`src/rtl/enemy_wave_ctrl.sv`:
```
// Enemy wave controller. It spawns four enemies one at a time, tracks which are alive,
// advances the level after each cleared wave, and assigns a random direction to one enemy per frame.
module enemy_wave_ctrl #(
    parameter int SPAWN_GAP_FRAMES = 30,
    parameter int CLEAR_FRAMES     = 60,
    parameter int MAX_LEVEL        = 15
) (
    input  logic        clk,
    input  logic        resetN,
    input  logic        startOfFrame,
    input  logic        startGame,
    input  logic [3:0]  enemyHit,
    input  logic [7:0]  random_in,
    output logic [3:0]  enemyEnable,
    output logic [3:0]  enemyResetN,
    output logic [11:0] randomDir,
    output logic [2:0]  enemiesLeft,
    output logic [3:0]  level,
    output logic        waveClear
);

    localparam int CNT_MAX = (SPAWN_GAP_FRAMES > CLEAR_FRAMES) ? SPAWN_GAP_FRAMES : CLEAR_FRAMES;
    localparam int CNT_W   = ($clog2(CNT_MAX + 1) > 8) ? $clog2(CNT_MAX + 1) : 8;
    localparam logic [CNT_W-1:0] GAP_LAST   = CNT_W'(SPAWN_GAP_FRAMES - 1);
    localparam logic [CNT_W-1:0] CLEAR_LAST = CNT_W'(CLEAR_FRAMES - 1);
    localparam logic [3:0]       LEVEL_MAX  = 4'(MAX_LEVEL);

    typedef enum logic [1:0] {
        IDLE  = 2'd0,
        SPAWN = 2'd1,
        RUN   = 2'd2,
        CLEAR = 2'd3
    } state_t;

    state_t           state_reg;
    logic [1:0]       spawn_idx_reg;
    logic             first_spawn_reg;
    logic [CNT_W-1:0] frame_cnt_reg;
    logic [1:0]       dir_ptr_reg;

    logic             spawn_now;
    logic [3:0]       spawn_mask;
    logic [3:0]       enable_next;
    logic [3:0]       reload_next;
    logic [11:0]      dir_next;

    // The first enemy of a wave appears on the first SPAWN cycle; later ones wait out the gap.
    assign spawn_now = (state_reg == SPAWN) && !startGame &&
                       (first_spawn_reg || (startOfFrame && (frame_cnt_reg == GAP_LAST)));

    genvar gi;
    generate
        for (gi = 0; gi < 4; gi++) begin : g_enemy
            assign spawn_mask[gi]  = spawn_now && (spawn_idx_reg == 2'(gi));
            // A spawn overrides a simultaneous hit; a restart clears everything.
            assign enable_next[gi] = startGame ? 1'b0
                                   : (spawn_mask[gi] | (enemyEnable[gi] & ~enemyHit[gi]));
            assign reload_next[gi] = ~spawn_mask[gi];
            assign dir_next[3*gi +: 3] = (startOfFrame && (dir_ptr_reg == 2'(gi)))
                                       ? ({1'b0, random_in[1:0]} + 3'd1)
                                       : randomDir[3*gi +: 3];
        end
    endgenerate

    assign enemiesLeft = {2'b00, enemyEnable[0]} + {2'b00, enemyEnable[1]}
                       + {2'b00, enemyEnable[2]} + {2'b00, enemyEnable[3]};

    always_ff @(posedge clk or negedge resetN) begin
        if (!resetN) begin
            enemyEnable <= 4'b0000;
            enemyResetN <= 4'b1111;
            randomDir   <= {4{3'd1}};
            dir_ptr_reg <= 2'd0;
        end else begin
            enemyEnable <= enable_next;
            enemyResetN <= reload_next;
            randomDir   <= dir_next;
            if (startOfFrame) begin
                dir_ptr_reg <= dir_ptr_reg + 2'd1;
            end
        end
    end

    always_ff @(posedge clk or negedge resetN) begin
        if (!resetN) begin
            state_reg       <= IDLE;
            spawn_idx_reg   <= 2'd0;
            first_spawn_reg <= 1'b0;
            frame_cnt_reg   <= '0;
            level           <= 4'd1;
            waveClear       <= 1'b0;
        end else if (startGame) begin
            state_reg       <= SPAWN;
            spawn_idx_reg   <= 2'd0;
            first_spawn_reg <= 1'b1;
            frame_cnt_reg   <= '0;
            level           <= 4'd1;
            waveClear       <= 1'b0;
        end else begin
            case (state_reg)
                IDLE: begin
                    level <= 4'd1;
                end
                SPAWN: begin
                    first_spawn_reg <= 1'b0;
                    if (spawn_now) begin
                        spawn_idx_reg <= spawn_idx_reg + 2'd1;
                        frame_cnt_reg <= '0;
                        if (spawn_idx_reg == 2'd3) begin
                            state_reg <= RUN;
                        end
                    end else if (startOfFrame) begin
                        frame_cnt_reg <= frame_cnt_reg + CNT_W'(1);
                    end
                end
                RUN: begin
                    if (enemyEnable == 4'b0000) begin
                        state_reg     <= CLEAR;
                        frame_cnt_reg <= '0;
                        waveClear     <= 1'b1;
                    end
                end
                CLEAR: begin
                    if (startOfFrame) begin
                        if (frame_cnt_reg == CLEAR_LAST) begin
                            state_reg       <= SPAWN;
                            spawn_idx_reg   <= 2'd0;
                            first_spawn_reg <= 1'b1;
                            frame_cnt_reg   <= '0;
                            waveClear       <= 1'b0;
                            if (level < LEVEL_MAX) begin
                                level <= level + 4'd1;
                            end
                        end else begin
                            frame_cnt_reg <= frame_cnt_reg + CNT_W'(1);
                        end
                    end
                end
                default: state_reg <= IDLE;
            endcase
        end
    end

endmodule

```
`config.mk`:
```
export PLATFORM = sky130hd
export DESIGN_NAME = enemy_wave_ctrl
export DESIGN_NICKNAME = d
export VERILOG_FILES = /design/src/rtl/enemy_wave_ctrl.sv
export SDC_FILE = /design/constraint.sdc
export NUM_CORES = 1
export LEC_CHECK = 0
export CAP_MARGIN = 40
export CORE_ASPECT_RATIO = 1.75
export CORE_MARGIN = 10
export CORE_UTILIZATION = 40
export CTS_CLUSTER_DIAMETER = 40
export CTS_CLUSTER_SIZE = 28
export DETAILED_ROUTE_END_ITERATION = 8
export GPL_ROUTABILITY_DRIVEN = 0
export PLACE_DENSITY = 0.65
export SETUP_SLACK_MARGIN = 0.05
export SYNTH_ARGS = -nofsm -noshare
export SYNTH_HDL_FRONTEND = slang
export SYNTH_SLANG_ARGS = --single-unit
```
`constraint.sdc`:
```
create_clock -name clk -period 2.8 [get_ports clk]
set_input_delay 0.7 -clock clk [delete_from_list [all_inputs] [get_ports clk]]
set_output_delay 0.7 -clock clk [all_outputs]
set_load 0.05 [all_outputs]
```
==> out/results.tsv <==
stage	metric	value	unit
run_status	status	finished clean	
timing	Period minus WS final	2633	ps
detailed_routing	vias post-DR	1641	
floorplan	overall die height	115.2	µm
detailed_routing	average routed wire per standard cell	14.95	µm
global_route	overall track demand over capacity in global routing	11.07	%
clocking	depth of the CTS H-tree	2	
timing	Final Cycle Share	94.04	%
yosys	Avg Synthesized Cell Area	10.06	µm²
clocking	clk sink count	40	
placed_design	total half-perimeter wirelength after legalization and detailed placement	3553	µm
timing	number of pins exceeding their max-slew limit in the final report	0	
final_layout	final instance area	2653	µm²
yosys	number of standard cells after synthesis	206	
timing	worst relative slew slack	61.27	%
timing	crit path setup slack, layout	167.0	ps
final_layout	ratio of cells with drive above 1 in the final layout	15.26	%
worst_setup_path	startpoint type of the worst setup path	register	
worst_setup_path	Crit Path Category	register to output port	
global_route	via count of the first global-routing pass	1644	
placed_design	Placed Cells incl. Taps	295	
final_layout	number of non-filler instances in the completed layout	303	
placed_design	placement-stage cell area	2560	µm²
detailed_routing	total length of routed met3 wires	231	µm
placed_design	worst setup slack after placement	201.1	ps
clocking	post-CTS setup repair buffer count	0	
worst_setup_path	largest driver fanout on the critical path	3	
yosys	number of warnings printed during yosys synthesis	0	
detailed_routing	detailed-routed wire length on met2	2384	µm
worst_setup_path	launching instance or port of the critical path	enemyEnable[0]	
yosys	dominant cell by count in the synthesized netlist	dfrtp_1	
detailed_routing	Met1 Routed Length	1825	µm
pwr	switching share of power	44.95	%
detailed_routing	first-pass iteration count of the detailed router	4	
yosys	proportion of synthesized flip-flops having asynchronous set or reset	100.0	%
yosys	largest area contributor in the netlist	dfrtp_1	
global_route	maximum number of pins on one net before global-route repair	25	
clocking	buffer cell driving the clock tree root	clkbuf_8	
yosys	number of nets in the synthesized netlist	238	
yosys	Post-synth EDFFs	0	
pwr	share of total power in the clock network	14.8	%
yosys	synth unique cells	41	
yosys	sequential fraction of the synthesis area	48.82	%
floorplan	row cnt	34	
worst_setup_path	launch point of the worst reg-to-reg path	frame_cnt_reg[0]	
clocking	hold_buf cts	0	
floorplan	I/O pin count	44	
clocking	CTS Buffer Depth	2	
global_route	overall overflow remaining after global route	0	
timing	actual slew at the worst max-slew pin	566.3	ps
clocking	clock transition at the registers of the reported paths	80	ps
clocking	clock network latency to the later pin of the worst-skew pair	290	ps
run	max-cap violations	0	
detailed_routing	Detail Route Antenna Nets	0	
global_route	number of antenna violations at the first check in global routing	0	
hold_path	Hold Path Class	input pin to asynchronous set/reset pin	
clocking	number of buffers inserted during clock tree synthesis	5	
pwr	share of total power in sequential cells	35.1	%
clocking	clock tree from TritonCTS	done	
yosys	largest cells by area after synthesis	dfrtp_1 (37%), dfstp_2 (11%), ha_1 (9.1%)	
pwr	internal power component	1453	µW
final_layout	Total Nets Final	280	
timing	count of final setup violators	0	
global_route	wire length of the first global-routing pass	7610	µm
yosys	top_reg_cell synth	dfrtp_1	
detailed_routing	average via count per standard cell	5.416	
pwr	total power divided by cell area	995.1	nW/µm²
pwr	leak pwr	0.001169	µW
yosys	FF+latch count, synth	40	
final_layout	number of flip-flops in the largest register	12	
floorplan	Die Area	8576	µm²
detailed_routing	uppermost layer routed	met4	
pwr	Psw	1186	µW
worst_setup_path	destination of the critical timing path	enemiesLeft[1]	
worst_setup_path	internal reg-to-reg setup slack	710	ps
worst_setup_path	endpoint of the worst register-to-register path	frame_cnt_reg[6]	
worst_setup_path	Critical Path AT	1930	ps
timing	final number of hold-violating endpoints	0	
pwr	combinational group share of total power	50.0	%
floorplan	core footprint	5020	µm²
clocking	number of cells upsized or downsized after cts	0	
floorplan	die width	74.42	µm
timing	setup tns final	0	ps
timing	maximum clock frequency	379.8	MHz
final_layout	Area growth, synth to finish	27.94	%
timing	final setup skew	4.609	ps
placed_design	Port Buffers	37	
pwr	Peak supply drop	0.3965	mV
yosys	Syn Std Cell Area	2073	µm²
yosys	commonest cells in the netlist	dfrtp_1 (31), nand2_1 (24), o21ai_0 (16)	
final_layout	ANT cells	0	
detailed_routing	Detailed Route Iter0 Violations	41	
worst_setup_path	CP endpoint kind	output port	
detailed_routing	total wire length after detailed routing	4531	µm
timing	RSZ-0062 raised after global routing	false	
detailed_routing	remaining routing DRC violations	0	
worst_setup_path	CP Data Required Time	2100	ps
final_layout	final core utilization	52.84	%
floorplan	initial standard-cell utilization of the core	41.30	%
worst_setup_path	worst reg-to-reg path cell count	6	
yosys	proportion of netlist area held by the largest area contributor	37.42	%
worst min-delay path by stage:
stage,cells past startpoint,slack [ps],to,start
finish,1,350,frame_cnt_reg[2],resetN
global route,1,360,dir_ptr_reg[0],resetN
global placement,2,470,randomDir[9],randomDir[9]
detailed placement,2,470,randomDir[0],randomDir[0]
floorplan,0,400,dir_ptr_reg[0],resetN
CTS,1,350,frame_cnt_reg[2],resetN
metrics by stage:
step                      hold slack [ps]  power (µW)
after floorplan                     404.4        1852
after global placement              465.8        2253
after detailed placement            474.3        2278
after CTS                           351.7        2680
after global routing                355.1        2823
final                               347.5        2639
critical path, cell delays in order, from the launching register on:
cell and delay (ps):
dfrtp_2 370, inv_1 70, fa_1 530, inv_1 40, ha_1 170, ha_1 310, buf_12 160
metal layers:
metal	track usage, %	vias up
li1	-	813
met1	12.30	785
met2	19.42	33
met3	2.588	10
met4	4.569	0
met5	0	-
power groups by stage:
stage	Combinational, µW	Clock (µW)	Sequential (µW)
5_1_grt	1430	430	962
2_1_floorplan	577	0	1280
3_3_place_gp	1320	0	935
6_report	1320	392	927
3_5_place_dp	1330	0	944
4_1_cts	1340	409	932
area by class of cell:
cell class,count,area (µm²)
multi-input cells,146,984.7
well taps,54,67.56
fillers,477,2367
flip-flops and latches,40,1013
inverters,15,56.30
repair buffers,40,437.9
clock inverters,2,10.01
clock buffers,6,82.58
cell usage in the layout, fill, tap and decap left out, types with 3 or more instances in the layout:
| cell type | Yosys | final |
|---|---|---|
| a22o_1 | 5 | 5 |
| dfrtp_1 | 31 | 30 |
| nand3_1 | 10 | 10 |
| nor3_1 | 4 | 4 |
| o21ai_0 | 16 | 16 |
| dfstp_2 | 9 | 9 |
| clkbuf_8 | 0 | 6 |
| a21o_1 | 4 | 4 |
| buf_12 | 0 | 3 |
| nand2b_1 | 5 | 5 |
| nand2_1 | 24 | 24 |
| mux2_2 | 8 | 8 |
| a21oi_1 | 15 | 15 |
| inv_1 | 15 | 15 |
| clkdlybuf4s50_1 | 0 | 33 |
| nor2_1 | 11 | 11 |
| ha_1 | 15 | 15 |
kinds of logic (layout without fill, tap and decap cells):
kind of cell	Yosys count	after routing	share of synthesized area (%)
and+or+nand+nor	66	66	15.81
AOI/OAI and AO/OA	54	54	16.48
DFF	40	40	48.82
buffers and inverters	20	63	3.681
adders and majority gates	16	16	10.02
muxes	8	8	4.345
xor gates and xnor gates	2	2	0.8451
Power figures use the tool's default switching activity.
